$ cat src/rtl/pcpi_cmd_initiator_pkg.sv
// Shared constants for the PCPI command initiator: instruction encoding,
// command opcodes, response error codes and the FSM state type.
package pcpi_cmd_initiator_pkg;

    localparam int unsigned DEF_DWIDTH = 16;
    localparam int unsigned DEF_AWIDTH = 10;

    localparam logic [6:0] INSN_OPCODE = 7'b1011011;
    localparam logic [6:0] INSN_FUNCT7 = 7'b0000001;

    localparam logic [2:0] OP_LOAD    = 3'b001;
    localparam logic [2:0] OP_WEIGHT  = 3'b010;
    localparam logic [2:0] OP_COMPUTE = 3'b100;
    localparam logic [2:0] OP_READ    = 3'b101;

    localparam logic [1:0] ERR_OK      = 2'b00;
    localparam logic [1:0] ERR_ILLEGAL = 2'b01;
    localparam logic [1:0] ERR_NOWAIT  = 2'b10;
    localparam logic [1:0] ERR_TIMEOUT = 2'b11;

    typedef enum logic [1:0] {
        ST_IDLE,
        ST_ISSUE,
        ST_WAIT,
        ST_RESP
    } init_state_t;

    function automatic logic is_legal_op(input logic [2:0] op);
        return op inside {OP_LOAD, OP_WEIGHT, OP_COMPUTE, OP_READ};
    endfunction

    function automatic logic [31:0] build_insn(input logic [2:0] op);
        return {INSN_FUNCT7, 10'b0, op, 5'b0, INSN_OPCODE};
    endfunction

endpackage

$ cat src/rtl/pcpi_cmd_initiator_timer.sv
// Saturating cycle counter with synchronous clear; hit flags the enabled
// cycle on which the count reaches LIMIT.
module pcpi_init_timer #(
    parameter int unsigned LIMIT = 16
) (
    input  logic clk,
    input  logic rst,
    input  logic clr,
    input  logic en,
    output logic hit
);

    localparam int unsigned   CW   = $clog2(LIMIT + 1);
    localparam logic [CW-1:0] LAST = CW'(LIMIT - 1);
    localparam logic [CW-1:0] LIM  = CW'(LIMIT);

    logic [CW-1:0] count;

    always_ff @(posedge clk) begin
        if (rst || clr) begin
            count <= '0;
        end else if (en && (count != LIM)) begin
            count <= count + CW'(1);
        end
    end

    // Asserted in the cycle whose increment lands on LIMIT, so the caller
    // can leave its state exactly LIMIT cycles after the clear.
    assign hit = en && (count >= LAST);

endmodule

$ cat src/rtl/pcpi_cmd_initiator.sv
// PCPI host-side initiator: turns one command handshake into one PCPI
// transaction and returns a response. Optional watchdog: PCPI_INIT_TIMEOUT_EN.
module pcpi_cmd_initiator
    import pcpi_cmd_initiator_pkg::*;
#(
    parameter int unsigned DWIDTH         = DEF_DWIDTH,
    parameter int unsigned AWIDTH         = DEF_AWIDTH,
    parameter int unsigned NOWAIT_LIMIT   = 16,
    parameter int unsigned TIMEOUT_CYCLES = 4096
) (
    input  logic              clk,
    input  logic              rst,
    input  logic              cmd_valid,
    output logic              cmd_ready,
    input  logic [2:0]        cmd_op,
    input  logic [AWIDTH-1:0] cmd_addr,
    input  logic [DWIDTH-1:0] cmd_data,
    output logic              pcpi_valid,
    output logic [31:0]       pcpi_insn,
    output logic [31:0]       pcpi_rs1,
    output logic [31:0]       pcpi_rs2,
    input  logic              pcpi_wr,
    input  logic [31:0]       pcpi_rd,
    input  logic              pcpi_wait,
    input  logic              pcpi_ready,
    output logic              rsp_valid,
    input  logic              rsp_ready,
    output logic [DWIDTH-1:0] rsp_data,
    output logic [1:0]        rsp_err,
    output logic              busy
);

    init_state_t       state, state_n;
    logic [2:0]        op_q;
    logic [AWIDTH-1:0] addr_q;
    logic [DWIDTH-1:0] data_q;
    logic [DWIDTH-1:0] rsp_data_q, rsp_data_n;
    logic [1:0]        rsp_err_q, rsp_err_n;
    logic              valid_q;
    logic              load_cmd;
    logic              done;
    logic              timer_clr;
    logic              nowait_en, nowait_hit;
    logic              wdog_hit;
    logic              unused_rd_hi;

    assign done         = pcpi_ready | pcpi_wr;
    assign timer_clr    = (state == ST_IDLE);
    assign nowait_en    = (state == ST_ISSUE) && !done && !pcpi_wait;
    assign unused_rd_hi = ^pcpi_rd[31:DWIDTH];

    pcpi_init_timer #(
        .LIMIT(NOWAIT_LIMIT)
    ) u_nowait_timer (
        .clk(clk),
        .rst(rst),
        .clr(timer_clr),
        .en (nowait_en),
        .hit(nowait_hit)
    );

`ifdef PCPI_INIT_TIMEOUT_EN
    logic wdog_en;
    assign wdog_en = (state == ST_WAIT) && !done;

    pcpi_init_timer #(
        .LIMIT(TIMEOUT_CYCLES)
    ) u_wdog_timer (
        .clk(clk),
        .rst(rst),
        .clr(timer_clr),
        .en (wdog_en),
        .hit(wdog_hit)
    );
`else
    localparam int unsigned unused_timeout_cycles = TIMEOUT_CYCLES;
    assign wdog_hit = 1'b0;
`endif

    always_comb begin
        state_n    = state;
        rsp_data_n = rsp_data_q;
        rsp_err_n  = rsp_err_q;
        load_cmd   = 1'b0;
        unique case (state)
            ST_IDLE: begin
                if (cmd_valid) begin
                    rsp_data_n = '0;
                    if (is_legal_op(cmd_op)) begin
                        state_n   = ST_ISSUE;
                        load_cmd  = 1'b1;
                        rsp_err_n = ERR_OK;
                    end else begin
                        state_n   = ST_RESP;
                        rsp_err_n = ERR_ILLEGAL;
                    end
                end
            end
            ST_ISSUE: begin
                if (done) begin
                    state_n    = ST_RESP;
                    rsp_err_n  = ERR_OK;
                    rsp_data_n = pcpi_wr ? pcpi_rd[DWIDTH-1:0] : '0;
                end else if (pcpi_wait) begin
                    state_n = ST_WAIT;
                end else if (nowait_hit) begin
                    state_n    = ST_RESP;
                    rsp_err_n  = ERR_NOWAIT;
                    rsp_data_n = '0;
                end
            end
            ST_WAIT: begin
                // Completion is checked first so it wins over a same-cycle expiry.
                if (done) begin
                    state_n    = ST_RESP;
                    rsp_err_n  = ERR_OK;
                    rsp_data_n = pcpi_wr ? pcpi_rd[DWIDTH-1:0] : '0;
                end else if (wdog_hit) begin
                    state_n    = ST_RESP;
                    rsp_err_n  = ERR_TIMEOUT;
                    rsp_data_n = '0;
                end
            end
            ST_RESP: begin
                if (rsp_ready) begin
                    state_n    = ST_IDLE;
                    rsp_err_n  = ERR_OK;
                    rsp_data_n = '0;
                end
            end
            default: state_n = ST_IDLE;
        endcase
    end

    always_ff @(posedge clk) begin
        if (rst) begin
            state      <= ST_IDLE;
            op_q       <= '0;
            addr_q     <= '0;
            data_q     <= '0;
            rsp_data_q <= '0;
            rsp_err_q  <= '0;
            valid_q    <= 1'b0;
        end else begin
            state      <= state_n;
            rsp_data_q <= rsp_data_n;
            rsp_err_q  <= rsp_err_n;
            valid_q    <= (state_n == ST_ISSUE) || (state_n == ST_WAIT);
            if (load_cmd) begin
                op_q   <= cmd_op;
                addr_q <= cmd_addr;
                data_q <= cmd_data;
            end
        end
    end

    assign cmd_ready  = (state == ST_IDLE);
    assign rsp_valid  = (state == ST_RESP);
    assign busy       = (state != ST_IDLE);
    assign rsp_data   = rsp_data_q;
    assign rsp_err    = rsp_err_q;
    assign pcpi_valid = valid_q;
    assign pcpi_insn  = valid_q ? build_insn(op_q) : '0;
    assign pcpi_rs1   = valid_q ? 32'(addr_q) : '0;
    assign pcpi_rs2   = valid_q ? 32'(data_q) : '0;

endmodule

$ cat config.mk
export PLATFORM = sky130hd
export DESIGN_NAME = pcpi_cmd_initiator
export DESIGN_NICKNAME = d
export VERILOG_FILES = /design/src/rtl/pcpi_cmd_initiator_pkg.sv /design/src/rtl/pcpi_cmd_initiator_timer.sv /design/src/rtl/pcpi_cmd_initiator.sv
export SDC_FILE = /design/constraint.sdc
export NUM_CORES = 1
export LEC_CHECK = 0
export CAP_MARGIN = 40
export CELL_PAD_IN_SITES_DETAIL_PLACEMENT = 1
export CELL_PAD_IN_SITES_GLOBAL_PLACEMENT = 1
export CORE_MARGIN = 2
export CORE_UTILIZATION = 25
export DETAILED_ROUTE_END_ITERATION = 10
export GPL_ROUTABILITY_DRIVEN = 0
export PLACE_DENSITY_LB_ADDON = 0.1
export REMOVE_ABC_BUFFERS = 1
export SETUP_SLACK_MARGIN = 0.4
export SLEW_MARGIN = 20
export SYNTH_ARGS = -nofsm -noshare
export SYNTH_HDL_FRONTEND = slang
export SYNTH_HIERARCHICAL = 1
export SYNTH_SLANG_ARGS = --single-unit
$ cat constraint.sdc
create_clock -name clk -period 2.86 [get_ports clk]
set_input_delay 0.572 -clock clk [delete_from_list [all_inputs] [get_ports clk]]
set_output_delay 0.572 -clock clk [all_outputs]
set_load 0.02 [all_outputs]
=== Yosys cells after proc, flatten, opt, wreduce, memory -nomap -nowiden ===
Index checks and enable logic that the tools add are counted.

* $add $sub $neg: 1
* Order comparisons: 1
* Equal/unequal tests: 15
* Muxes and demuxes: 30
* Bitwise operators: 1
* Reduce and logical (&&, ||, !) cells: 12

{| class="wikitable"
|+ Operators with widths
! cell !! count
|-
| $mux W16 || 8
|-
| $pmux W16 S4 || 1
|-
| $mux W2 || 13
|-
| $mux W26 || 1
|-
| $pmux W2 S4 || 2
|-
| $mux W10 || 1
|-
| $eq A2 B2 Y1 const B || 3
|-
| $eq A3 B3 Y1 const B || 2
|-
| $ne A3 B3 Y1 const B || 2
|-
| $add A5 B1 Y5 const B || 1
|-
| $ge A5 B4 Y1 const B || 1
|-
| $ne A5 B5 Y1 const B || 1
|-
| $reduce_and A5 Y1 || 1
|-
| $eq A2 B1 Y1 const B || 2
|-
| $logic_and A1 B1 Y1 || 4
|-
| $mux W1 || 4
|-
| $ne A2 B2 Y1 const B || 2
|-
| $reduce_bool A4 Y1 || 1
|-
| $eq A3 B1 Y1 const B || 1
|-
| $eq A3 B2 Y1 const B || 1
|-
| $logic_not A1 Y1 || 2
|-
| $logic_not A2 Y1 || 1
|-
| $logic_or A1 B1 Y1 || 2
|-
| $ne A2 B1 Y1 const B || 1
|-
| other kinds (2) || 2
|}

* Bits in registers: 55
* Input bits: 68
* Output and inout bits: 118
* Word-level logic and storage cells: 68

=== Logic depth before layout (Yosys ltp) ===
* Depth after elaboration: 11
* Depth in mapped cells: 12
* Mapped depth without buffers: 10

=== Cells and area by module ===
The synthesis kept the hierarchy.

{| class="wikitable"
|+ Modules (own cells, without submodules)
! module !! instances !! cells an instance !! area an instance (um^2) !! sequential area each (um^2)
|-
| pcpi_cmd_initiator || 1 || 349 || 2,723.9 || 1,001.0
|-
| pcpi_init_timer || 1 || 33 || 287.8 || 100.1
|}

=== Worst setup path after synthesis ===
No wires, ideal clock.

* Path kind: register -> register
* Start point: register state[1]
* End point: register rsp_data_q[10], in the netlist rsp_data[10]
* Setup time: 0.070 ns
* Arrival time: 2.305 ns
* Data required time: 2.790 ns
* Path slack: 0.485 ns
* Cell stages (with the launch flop): 13
* Buffers on the path: 2
* Clock period less this slack: 2.375 ns
* Cells stage by stage: dfxtp_1 inv_1 ha_1 nor2b_1 and2_1 a21boi_0 nand2b_1 a21oi_1 o31a_1 buf_4 buf_4 nand3_1 a21oi_1

* Cells in the longest elaborated chain, start to end: 6
* Elaborated cells on any way between the ends: 14
* Classes of those cells: 8 x eq/ne; 1 x mux; 5 x reduce/logical

{| class="wikitable"
|+ Ends and longest elaborated chain
! what !! line !! RTL
|-
| start, declared || pcpi_cmd_initiator.sv:33 || <nowiki>init_state_t state, state_n;</nowiki>
|-
| start signal, assigned || pcpi_cmd_initiator.sv:145 || <nowiki>state <= state_n;</nowiki>
|-
| $eq A2 B1 Y1 || pcpi_cmd_initiator.sv:49 || <nowiki>assign nowait_en = (state == ST_ISSUE) && !done && !pcpi_wait;</nowiki>
|-
| $logic_and A1 B1 Y1 (2 in a row) || pcpi_cmd_initiator.sv:49 ||
|-
| net nowait_en || pcpi_cmd_initiator.sv:43 || <nowiki>logic nowait_en, nowait_hit;</nowiki>
|-
| $logic_and A1 B1 Y1 || pcpi_cmd_initiator_timer.sv:29 || <nowiki>assign hit = en && (count >= LAST);</nowiki>
|-
| net nowait_hit || pcpi_cmd_initiator.sv:43 ||
|-
| $ne A3 B3 Y1 (no line) || -- ||
|-
| $reduce_and A5 Y1 (no line) || -- ||
|-
| end signal, assigned || pcpi_cmd_initiator.sv:146 || <nowiki>rsp_data_q <= rsp_data_n;</nowiki>
|-
| end, declared || pcpi_cmd_initiator.sv:37 || <nowiki>logic [DWIDTH-1:0] rsp_data_q, rsp_data_n;</nowiki>
|}

The timed path passes the listed nets, and every way through them passes these cells.
A chain may end at the register's enable or synchronous reset.

=== Worst setup path in the final report ===
* Start point: register state[0]
* End point: output port busy

* Cells in the longest elaborated chain, start to end: 1

{| class="wikitable"
|+ Ends and longest elaborated chain
! what !! line !! RTL
|-
| $reduce_bool A2 Y1 || pcpi_cmd_initiator.sv:159 || <nowiki>assign busy = (state != ST_IDLE);</nowiki>
|-
| end, declared || pcpi_cmd_initiator.sv:30 || <nowiki>output logic busy</nowiki>
|}

Every way passes these cells.

==> impl_metrics.py <==
metrics = {
    "clock_network": {
        "cts_setup_buffers": 0,
        "clock_sinks": 55,
        "cts_hold_buf": 0,
        "clock-root-buffer": "clkbuf_16",
        "cts_buffer_depth": 2,
        "cts.clk_slew.worst_paths_ns": 0.07,
        "insertion_delay_ns": 0.30,
        "cts_buffers": 5,
        "tritoncts": "yes",
        "cts_max_level": 2,
    },
    "yosys": {
        "ys_top_cells_by_area": "dfxtp_1 37%, buf_4 17%, nand2_1 10%, a21oi_1 8.3%, and2_1 6.2%",
        "synth_edf_count": 0,
        "yosysTopAreaCell": "dfxtp_1",
        "yosysSeqAreaShare": 0.366,
        "syn_area_per_cell_um2": 7.88,
        "synth-seq-cells": 55,
        "synth_warnings": 6,
        "ys_types": 43,
        "synthArstFlopShare": 0,
        "synthCells": 382,
        "yosysTopAreaCellShare": 0.366,
        "synthFlopType": "dfxtp_1",
        "syn_area_um2": 3010,
    },
    "worst_setup_path": {
        "critical_path.max_stage_delay_ns": 0.59,
        "critPathTopFamily": "buffers and inverters",
        "crit_slowest_cell": "clkdlybuf4s50_1",
        "critPathBufInv": 3,
        "start_kind": "flop",
        "cp_common_cell": "inv_1",
        "worstSetupPathType": "flop to output pin",
        "crit_chain": "inv_1 > ha_2 > inv_1 > clkdlybuf4s50_1",
        "arrival_ns": 1.77,
        "crit_required_ns": 2.29,
        "cp-end-kind": "output pin",
        "cp_max_fo": 7,
    },
    "die": {
        "coreArea_um2": 11900,
        "io_pins": 186,
        "rows": 40,
        "die_w_um": 114,
        "die-area_um2": 12900,
        "initial_core_util": 0.254,
        "dieHeight_um": 114,
    },
    "sta": {
        "finalClockSkew_ns": 0.00560,
        "period_share": 0.817,
        "hold_violations": 0,
        "drv_slew": 0,
        "min_period_ns": 2.34,
        "worst_slew_pin_slew_ns": 0.636,
        "rsz0062_at_grt": "yes",
        "whs_ns": 0.449,
        "layout_setup_ws_ns": 0.522,
        "relSlewSlack": 0.576,
        "setup-tns-final_ns": 0,
        "fmax_ghz": 0.428,
        "setup_viol": 0,
    },
    "global_routing": {
        "grt_max_degree": 37,
        "grt.total_usage": 0.122,
        "grt_overflow": 0,
        "antenna_found_initial": 0,
        "grt_pass1_wl_mm": 12.8,
        "grt_pass1_vias": 2530,
    },
    "routing": {
        "dr.pass1.iters": 4,
        "dr_total_vias": 2605,
        "drc": 0,
        "wl_per_cell_um": 13.0,
        "drtAntennaViolNets": 0,
        "via_per_inst": 4.15,
        "drt_iter0_markers": 97,
        "wl_mm": 8.17,
    },
    "power_and_ir_drop": {
        "ir_drop_uv": 231,
        "leakage_nw": 1.58,
        "intPower_w": 0.00174,
        "pwr-share-seq": 0.318,
        "clkPwrFrac": 0.223,
        "powerDensity_nw_per_um2": 695,
        "switchingPower_w": 0.00114,
        "p_sw_frac": 0.394,
        "comb_power_share": 0.460,
    },
    "status": {
        "status": "complete, no violations",
    },
    "final_layout": {
        "multi_input_area_um2": 1520,
        "diodes": 0,
        "fin_util": 0.349,
        "final_layout_size_suffix_gt1_frac": 0.0665,
        "seq_area_um2": 1100,
        "area_growth_pct": 37.6,
        "fillers": 1479,
        "layout.nets": 556,
    },
    "worst_hold_path": {
        "hp-class": "flop to flop",
    },
    "flow_run": {
        "cap_violations": 0,
    },
    "place": {
        "dp_hpwl_mm": 5.79,
        "dpl_worst_slack_ns": 0.0798,
        "portBuffers": 108,
    },
}
## cell usage after synthesis, types with 2 or more instances
| master | count |
|---|---|
| dfxtp_1 | 55 |
| nand3_1 | 16 |
| inv_1 | 9 |
| clkbuf_1 | 9 |
| a21oi_1 | 50 |
| buf_2 | 3 |
| nor2_1 | 8 |
| ha_1 | 8 |
| nand2_1 | 83 |
| o41ai_1 | 2 |
| buf_4 | 69 |
| and2_1 | 30 |
| nand4_1 | 3 |
| mux2i_1 | 2 |
| buf_6 | 4 |
| nor2b_1 | 2 |
| o21ai_0 | 3 |
## worst register-to-register path: cells and delay by family (launching register included)
family | cells | cell delay, ns
buffers and inverters | 2 | 0.28
adders and majority gates | 1 | 0.26
and+or+nand+nor | 4 | 0.53
DFF | 1 | 0.35
AOI/OAI and AO/OA | 4 | 0.80
## final timing paths
| kind | start | endpoint | slack, ns | cells after the start |
|---|---|---|---|---|
| setup / recovery | state[0]$_SDFF_PP0_ | busy | 0.52 | 4 |
| hold / removal | rsp_data[12]$_SDFFE_PP0P_ | rsp_data[12]$_SDFFE_PP0P_ | 0.45 | 2 |
| setup reg to reg | state[1]$_SDFF_PP0_ | rsp_data[9]$_SDFFE_PP0P_ | 0.57 | 11 |
| hold reg to reg | rsp_data[12]$_SDFFE_PP0P_ | rsp_data[12]$_SDFFE_PP0P_ | 0.45 | 2 |
## cell usage in the layout, fill, tap and decap left out, types with 3 or more instances in the layout
master,netlist,final
and2_1,30,30
o21ai_0,3,3
nand2_1,83,83
a21oi_1,50,49
inv_1,9,9
dfxtp_1,55,55
ha_1,8,6
nand4_1,3,3
nand3_1,16,16
clkdlybuf4s50_1,0,107
nor2_1,8,8
clkbuf_16,0,5
conb_1,1,61
buf_4,69,8
## state kept, by name (all words and copies together), names as in the netlist
signal                cells
data_q                   16
rsp_data                 16
addr_q                   10
u_nowait_timer/count      5
op_q                      3
rsp_err                   2
state                     2
pcpi_valid                1
## kinds of logic after synthesis
| group | after synthesis | share of synthesized area |
|---|---|---|
| adders and majority gates | 8 | 0.0332 |
| AOI/OAI and AO/OA | 66 | 0.129 |
| muxes | 2 | 0.00665 |
| other | 1 | 0.00125 |
| xor gates and xnor gates | 1 | 0.00291 |
| and+or+nand+nor | 154 | 0.246 |
| DFF | 55 | 0.366 |
| buffers and inverters | 95 | 0.216 |
## routing by layer
layer  part of all wire  track usage  up-vias  wire length (um)
li1                   -            -     1305                 -
met5                  0            0        -                 0
met4             0.0081       0.0268        0                66
met2               0.46        0.208       97              3790
met1               0.45        0.153     1197              3670
met3              0.079       0.0372        6               648
## power groups by stage
| stage | clock network, W | logic (W) | registers (W) |
|---|---|---|---|
| after floorplan | 0 | 0.000629 | 0.00103 |
| after global placement | 0 | 0.00131 | 0.000929 |
| after detailed placement | 0 | 0.00131 | 0.000932 |
| after CTS | 0.000680 | 0.00133 | 0.000915 |
| after global routing | 0.000705 | 0.00146 | 0.000928 |
| final | 0.000641 | 0.00132 | 0.000914 |
## stage by stage
stage | instances | power [W] | instance area, um^2
6_report | 628 | 0.00288 | 4140
4_1_cts | 628 | 0.00293 | 4120
3_3_place_gp | 620 | 0.00223 | 3960
2_1_floorplan | 356 | 0.00166 | 2620
5_1_grt | 628 | 0.00309 | 4140
3_5_place_dp | 620 | 0.00225 | 3960
## final cells by class
type	count	share of cell area
flip-flops and latches	55	0.266
clock buffers	7	0.0344
inverters	9	0.00815
repair buffers	117	0.279
clock inverters	1	0.00211
well taps	147	0.0444
multi-input cells	292	0.366
## what timing repair did
action / CTS / global route
setup endpoints to repair: 18 / 21
endpoints found under the hold margin: 0 / 0
resized for setup: 3 / 5
Note: power is estimated with default switching activity, not from simulation.
